## src/rtl/digi_pkg.sv

```systemverilog
// Shared constants for the 7-segment display path: segment codes, digi[] field
// positions and control-byte layout.
package digi_pkg;

  localparam int DIGI_AN_MSB = 11;
  localparam int DIGI_AN_LSB = 8;
  localparam int DIGI_DP     = 7;

  localparam int EN_LSB = 0;
  localparam int DP_LSB = 4;

  // Active-low {g,f,e,d,c,b,a}; entry 0 is the rightmost element.
  localparam logic [15:0][6:0] HEX_SEG = {
    7'h0E, 7'h06, 7'h21, 7'h46, 7'h03, 7'h08, 7'h10, 7'h00,
    7'h78, 7'h02, 7'h12, 7'h19, 7'h30, 7'h24, 7'h79, 7'h40
  };

  typedef enum logic [1:0] {
    DIG0 = 2'd0,
    DIG1 = 2'd1,
    DIG2 = 2'd2,
    DIG3 = 2'd3
  } digit_e;

endpackage

```

## src/rtl/hex7seg_decoder.sv

```systemverilog
// Combinational hex nibble to active-low 7-segment pattern.
module hex7seg_decoder
  import digi_pkg::*;
(
  input  logic [3:0] i_nibble,
  output logic [6:0] o_seg_n
);

  assign o_seg_n = HEX_SEG[i_nibble];

endmodule

```

## src/rtl/digi_scan_ctrl.sv

```systemverilog
// Four-digit multiplexed 7-segment scan controller; value/control writes are
// double-buffered and only take effect at the digit-3 -> digit-0 wrap.
module digi_scan_ctrl
  import digi_pkg::*;
#(
  parameter int SCAN_DIV  = 50000,
  parameter int BLANK_CYC = 4,
  parameter int DIV_W     = 16
) (
  input  logic        i_clk,
  input  logic        i_rst_n,
  input  logic        i_val_we,
  input  logic [15:0] i_val_wdata,
  input  logic        i_ctl_we,
  input  logic [7:0]  i_ctl_wdata,
  output logic [11:0] o_digi,
  output logic        o_frame_done,
  output logic        o_pending
);

  logic [DIV_W-1:0] r_cnt;
  digit_e           r_idx;
  digit_e           w_idx_next;
  logic             w_tick;
  logic             w_boundary;
  logic [1:0]       w_idx;

  logic [15:0] r_pend_val;
  logic [7:0]  r_pend_ctl;
  logic        r_pending;
  logic [15:0] r_shadow_val;
  logic [7:0]  r_shadow_ctl;
  logic        r_frame_done;
  logic [11:0] r_digi;

  logic [3:0]  w_nibble;
  logic [6:0]  w_seg_n;
  logic [3:0]  w_en;
  logic [3:0]  w_dp;
  logic        w_blank;
  logic [11:0] w_digi_next;

  assign w_tick     = (r_cnt == DIV_W'(SCAN_DIV - 1));
  assign w_boundary = w_tick && (r_idx == DIG3);
  assign w_idx      = r_idx;

  always_ff @(posedge i_clk or negedge i_rst_n) begin
    if (!i_rst_n) begin
      r_cnt <= '0;
    end else if (w_tick) begin
      r_cnt <= '0;
    end else begin
      r_cnt <= r_cnt + 1'b1;
    end
  end

  always_ff @(posedge i_clk or negedge i_rst_n) begin
    if (!i_rst_n) begin
      r_idx <= DIG0;
    end else begin
      r_idx <= w_idx_next;
    end
  end

  always_comb begin
    w_idx_next = r_idx;
    if (w_tick) begin
      case (r_idx)
        DIG0:    w_idx_next = DIG1;
        DIG1:    w_idx_next = DIG2;
        DIG2:    w_idx_next = DIG3;
        default: w_idx_next = DIG0;
      endcase
    end
  end

  // Shadow takes the pre-edge pending contents, so a write landing on the
  // boundary edge is held over to the following frame.
  always_ff @(posedge i_clk or negedge i_rst_n) begin
    if (!i_rst_n) begin
      r_pend_val   <= '0;
      r_pend_ctl   <= '0;
      r_pending    <= 1'b0;
      r_shadow_val <= '0;
      r_shadow_ctl <= '0;
      r_frame_done <= 1'b0;
    end else begin
      r_frame_done <= w_boundary;
      if (w_boundary && r_pending) begin
        r_shadow_val <= r_pend_val;
        r_shadow_ctl <= r_pend_ctl;
      end
      if (i_val_we) begin
        r_pend_val <= i_val_wdata;
      end
      if (i_ctl_we) begin
        r_pend_ctl <= i_ctl_wdata;
      end
      if (i_val_we || i_ctl_we) begin
        r_pending <= 1'b1;
      end else if (w_boundary) begin
        r_pending <= 1'b0;
      end
    end
  end

  assign w_nibble = r_shadow_val[{w_idx, 2'b00} +: 4];
  assign w_en     = r_shadow_ctl[EN_LSB +: 4];
  assign w_dp     = r_shadow_ctl[DP_LSB +: 4];
  assign w_blank  = (r_cnt < DIV_W'(BLANK_CYC)) || !w_en[w_idx];

  hex7seg_decoder u_dec (
    .i_nibble (w_nibble),
    .o_seg_n  (w_seg_n)
  );

  always_comb begin
    w_digi_next                          = '1;
    w_digi_next[DIGI_AN_MSB:DIGI_AN_LSB] = w_blank ? 4'hF : ~(4'b0001 << w_idx);
    w_digi_next[DIGI_DP]                 = ~w_dp[w_idx];
    w_digi_next[6:0]                     = w_seg_n;
  end

  always_ff @(posedge i_clk or negedge i_rst_n) begin
    if (!i_rst_n) begin
      r_digi <= 12'hFFF;
    end else begin
      r_digi <= w_digi_next;
    end
  end

  assign o_digi       = r_digi;
  assign o_frame_done = r_frame_done;
  assign o_pending    = r_pending;

endmodule

```

## config.mk

```make
export PLATFORM = sky130hd
export DESIGN_NAME = digi_scan_ctrl
export DESIGN_NICKNAME = d
export VERILOG_FILES = /design/src/rtl/digi_pkg.sv /design/src/rtl/hex7seg_decoder.sv /design/src/rtl/digi_scan_ctrl.sv
export SDC_FILE = /design/constraint.sdc
export NUM_CORES = 1
export LEC_CHECK = 0
export ABC_AREA = 1
export CAP_MARGIN = 40
export CELL_PAD_IN_SITES_DETAIL_PLACEMENT = 1
export CELL_PAD_IN_SITES_GLOBAL_PLACEMENT = 1
export CORE_MARGIN = 2
export CORE_UTILIZATION = 25
export DETAILED_ROUTE_END_ITERATION = 10
export GPL_TIMING_DRIVEN = 1
export MAX_ROUTING_LAYER = met4
export PLACE_DENSITY = 0.6
export RECOVER_POWER = 25
export SYNTH_ARGS = -nofsm -noshare
export SYNTH_HDL_FRONTEND = slang
export SYNTH_SLANG_ARGS = --single-unit
```

## constraint.sdc

```tcl
create_clock -name i_clk -period 1.6 [get_ports i_clk]
set_input_delay 0.4 -clock i_clk [delete_from_list [all_inputs] [get_ports i_clk]]
set_output_delay 0.4 -clock i_clk [all_outputs]
set_load 0.1 [all_outputs]
```

### Word-level counts from Yosys, hierarchy flattened

Memory sizes are Yosys's and may differ from the RTL's. A register that Yosys moved wholly into a read port is not among the register bits.
Cells that the tools add are included.

* add/subtract/negate cells: 1
* reductions and logical operators: 8
* multiplexer cells: 10
* shifts and indexed selects: 2
* eq/ne operators: 4
* magnitude comparators: 3
* bitwise logic cells: 2

Operators by type and width (count)
* adder 16 x 1 -> 16 bit, second input constant: 1
* == test 16 bit, second input constant: 1
* less-than comparator 16 x 3 -> 1 bit, second input constant: 1
* 2-to-1 mux 16 bit: 1
* variable part select 16 x 5 -> 4 bit: 1
* 2-to-1 mux 7 bit: 1
* case mux 2 bit (3 select lines): 1
* less-than comparator 4 x 5 -> 1 bit, second input constant: 1
* binary-select mux 1 bit (select 2 bit): 2
* == test 2 bit, second input constant: 2
* 2-to-1 mux 1 bit: 4
* 2-to-1 mux 4 bit: 1
* inverter 4 bit: 1
* left shift 1 x 2 -> 4 bit, first input constant: 1
* less-than comparator 2 x 3 -> 1 bit, second input constant: 1
* == test 2 x 1 -> 1 bit, second input constant: 1
* logical AND 1 bit: 2
* zero test 1 bit: 2
* zero test 2 bit: 1
* logical OR 1 bit: 2
* nonzero test 2 bit: 1
* inverter 1 bit: 1

* logic and storage cells: 40
* memories kept: 1
* register bits: 80
* bits in read-only memories: 112

Memory list
* (name not given): words 16, width 7, read ports 1, clocked after Yosys merged registers in 1, wr ports 0, line hex7seg_decoder.sv:9 `assign o_seg_n = HEX_SEG[i_nibble];`

### Logic depth before layout (Yosys ltp)

* depth in word-level cells: 5
* mapped depth: 11
* gate-level depth less buffers: 10

### Modules after synthesis

From an unflattened synthesis, not the netlist that was laid out.

* cells, all modules: 402
* area total of the unflattened synthesis: 3886.2 um2

Modules (own cells, without submodules)
* digi_scan_ctrl: area an instance 3612.2 um2, times used 1, cells an instance 353
* hex7seg_decoder: area an instance 274.0 um2, times used 1, cells an instance 49

### Least setup slack after synthesis

Ideal clock, no wire load.

* path kind: reg-to-reg
* from: reg r_pending, in the netlist o_pending
* to: reg r_shadow_ctl[3]
* buffers on the path: 2
* slack: -143 ps
* data arrival time: 1678 ps
* library setup time: 66 ps
* cell stages (with the launch flop): 5
* cells stage by stage: dfrtp_1 -> buf_2 -> clkbuf_1 -> nand4_1 -> nand2_1

* cells in the longest elaborated chain, start to end: 1

RTL lines
* start, declared: line digi_scan_ctrl.sv:30 `logic r_pending;`
* start signal, assigned: line digi_scan_ctrl.sv:83 `r_pending <= 1'b0;`
* start signal, assigned: line digi_scan_ctrl.sv:100 `r_pending <= 1'b1;`
* start signal, assigned: line digi_scan_ctrl.sv:102 `r_pending <= 1'b0;`
* logical AND 1 bit: line digi_scan_ctrl.sv:89 `if (w_boundary && r_pending) begin`
* end signal, assigned: line digi_scan_ctrl.sv:91 `r_shadow_ctl <= r_pend_ctl;`
* end, declared: line digi_scan_ctrl.sv:32 `logic [7:0] r_shadow_ctl;`

No other way between the ends.
A chain may end at the register's enable or synchronous reset.

### Final worst setup path

* from: reg r_idx[0]
* to: reg r_digi[4], in the netlist o_digi[4]

* cells in the longest elaborated chain, start to end: 1

RTL lines
* start, declared: line digi_scan_ctrl.sv:22 `digit_e r_idx;`
* start signal, assigned: line digi_scan_ctrl.sv:61 `r_idx <= w_idx_next;`
* variable part select 16 x 5 -> 4 bit: line digi_scan_ctrl.sv:107 `assign w_nibble = r_shadow_val[{w_idx, 2'b00} +: 4];`
* end, declared: line digi_scan_ctrl.sv:34 `logic [11:0] r_digi;`

No other way between the ends.

==> results.txt <==
outcome: finished, final reports clean
most common flop cell mapped by yosys: dfrtp_1
total congestion overflow after global routing: 0
proportion of layout cells with a drive suffix above 1: 0.275
cell-by-cell listing of the critical path: inv_4, nand2_1, nand3_2, nand2_4, buf_4, ha_1, nand3_1, nand3_1, o21ai_1
number of global-route vias before repair: 3,323
Layout area overhead: 38.0%
Wirelength per Cell: 15.3 um
Slew headroom: 0.267
area share of the largest cell type after synthesis: 0.442
total wirelength of the detailed-routed design: 10,400 um
overall die area: 16,400 um2
clock sinks: 80
overall die width: 128 um
most common library cells after synthesis: 133 x nand2_1, 68 x dfrtp_1, 31 x nor2_1
total power density per cell area: 826 nW/um2
source-to-sink clock delay at the later pin of the worst-skew pair: 340 ps
TritonCTS clock tree: yes
largest vdd supply drop: 0.000483 V
final setup vio count: 0
Synthesis Warnings: 0
cell taking the most area after synthesis: dfrtp_1
longest individual stage delay on the worst path: 470 ps
number of DRC violations after detailed routing: 0
maximum number of pins on one net before global-route repair: 81
Root Buffer: clkbuf_16
Mean Syn Cell Area: 9.19 um2
Critical Path Fanout Max: 8
Worst-Margin Slew: 1100 ps
area taken by flip-flops and latches: 2020 um2
start-to-end type of the worst setup path: flop to flop
global placement routability congestion: 0.791
Final Max Slew Viols: 0
total leakage power: 0.00249 uW
number of instances in the synthesized netlist: 419
detailed placement HPWL: 6850 um
Max Fclk: 652 MHz
signal arrival time at the worst endpoint: 1810 ps
initial cell density of the core: 0.254
TritonCTS buffer count: 9
floorplan row count: 45
area occupied by multi-input gates: 1780 um2
CP max-delay cell: dfrtp_2
height of the die: 128 um
sort of element at the end of the critical path: flop
CTS max path bufs: 2
net count of the mapped netlist: 458
min Tclk post-route: 1530 ps
most used cell along the critical path: nand3_1
most used standard cell by instance count after synthesis: nand2_1
final std cells w/o fill: 679
share of flip-flops with an asynchronous set or reset: 1.00
fraction of the yosys area taken by sequential cells: 0.524
top cells by area in the synthesized netlist: dfrtp_1 44%, nand2_1 13%, dfstp_2 8.2%
setup repair after global routing missed its margin: true
count of endpoints failing hold in the final timing report: 0
clock-pin slew reported for the worst setup and hold paths after clock tree synthesis: 60 ps
global-route wire length before repair: 16,300 um
area of the placeable core: 15,100 um2
skew final: 5.47 ps
remaining antenna violation count after routing: 0
final-layout worst hold slack: 391 ps
total I/O pin count: 42
total of buffers placed on input and output ports: 41
post-cts hold buffer count: 0
number of synthesized register bits: 80
first-pass iteration count of the detailed router: 4
number of synthesized flops with an enable pin: 0
number of DRC markers in iteration 0: 170
number of vias per cell after detailed routing: 4.64
antenna violations before repair: 0
Synth cell types: 28
net count reported at finish: 525
max-cap viol count: 0
maximum level of the CTS H-tree: 3
type of the most critical hold path: input port to async pin
antenna diode instance count: 0
Tcrit/Tclk final: 0.958
Critical Path Source Type: flop
synthesized area: 3850 um2
Cells after DPL: 651
overall via count from detail_route: 3,150
critical path data required time: 1870 ps
number of filler instances in the final layout: 1,721
Overall Global Routing Usage: 0.132
[power breakdown]
part	switching, uW	total [uW]	internal (uW)
Clock	833	2080	1250
Combinational	75.5	191	116
Sequential	33.3	2120	2090
[worst paths after layout]
check                                start         endpoint  slack [ps]  cells past startpoint
max                               r_idx[0]        o_digi[4]          70                      9
min reg2reg                r_shadow_ctl[5]  r_shadow_ctl[5]         490                      2
min                                i_rst_n   r_pend_val[13]         390                      2
min in group i_clk         r_shadow_ctl[5]  r_shadow_ctl[5]         490                      2
max in group asynchronous          i_rst_n         r_cnt[6]         440                      2
max reg2reg                       r_idx[0]        o_digi[4]          70                      9
[layer usage]
layer  up-vias  track usage  part of all wire
met5         -            -                 0
met4         0       0.0562             0.019
met3        13       0.0330             0.026
met2        48        0.210              0.50
met1      1579        0.161              0.46
li1       1510            -                 -
[layout by cell type (no fill, tap or decap), types with 18 or more instances in the layout]
| master | instances |
|---|---|
| nand3_1 | 25 |
| buf_12 | 18 |
| clkdlybuf4s50_1 | 26 |
| dfrtp_1 | 64 |
| buf_4 | 19 |
| nand4_1 | 26 |
| inv_1 | 21 |
| mux2_2 | 24 |
| nor2_1 | 30 |
| nand2_1 | 130 |
[per-stage QoR]
step | utilization | setup WS [ps] | setup TNS [ps] | cell area [um2] | power (uW)
3_3_place_gp | 0.312 | 8.24 | 0 | 4720 | 2350
3_5_place_dp | 0.312 | -76.5 | -1590 | 4720 | 2360
2_1_floorplan | - | 66.6 | 0 | 3850 | 2220
6_report | 0.351 | 67.3 | 0 | 5320 | 4390
4_1_cts | 0.334 | 1.68 | 0 | 5070 | 4470
5_1_grt | 0.351 | -40.3 | -284 | 5320 | 4580
[registers in the layout (all words and copies together) (netlist names)]
name / count
o_digi: 12
o_frame_done: 1
o_pending: 1
r_cnt: 16
r_idx: 2
r_pend_ctl: 8
r_pend_val: 16
r_shadow_ctl: 8
r_shadow_val: 16
[what timing repair did]
item / in CTS / in global routing
setup buffers: 1 / 5
endpoints found under the hold margin: 0 / 0
endpoints found under the setup margin: 31 / 34
gates resized for setup: 7 / 27
cloned: 1 / 5
pin swaps: 2 / 10
[worst max-delay path: cells and delay by family (launching register included)]
kind,cells,cell delay (ps)
flip-flops,1,470
AND/OR/NAND/NOR,5,460
buffers and inverters,2,260
adder cells (fa/ha/maj),1,170
AO/OA/AOI/OAI,1,90
[cell families (layout without fill, tap and decap cells)]
group | after synthesis | in the layout | synth area share
buffers and inverters | 47 | 116 | 0.0581
AOI/OAI and AO/OA | 17 | 17 | 0.0237
adders and majority gates | 11 | 11 | 0.0357
muxes | 24 | 24 | 0.0702
xor gates and xnor gates | 7 | 7 | 0.0159
and+or+nand+nor | 233 | 236 | 0.273
DFF | 80 | 80 | 0.524
[layout make-up]
type / count / share of cell area
sequential: 80 / 0.380
clock inverter: 5 / 0.0106
inverter: 31 / 0.0233
timing repair buffer: 69 / 0.160
tap: 188 / 0.0443
multi-input combinational: 295 / 0.336
clock buffer: 11 / 0.0457
Power figures use the tool's default switching activity.
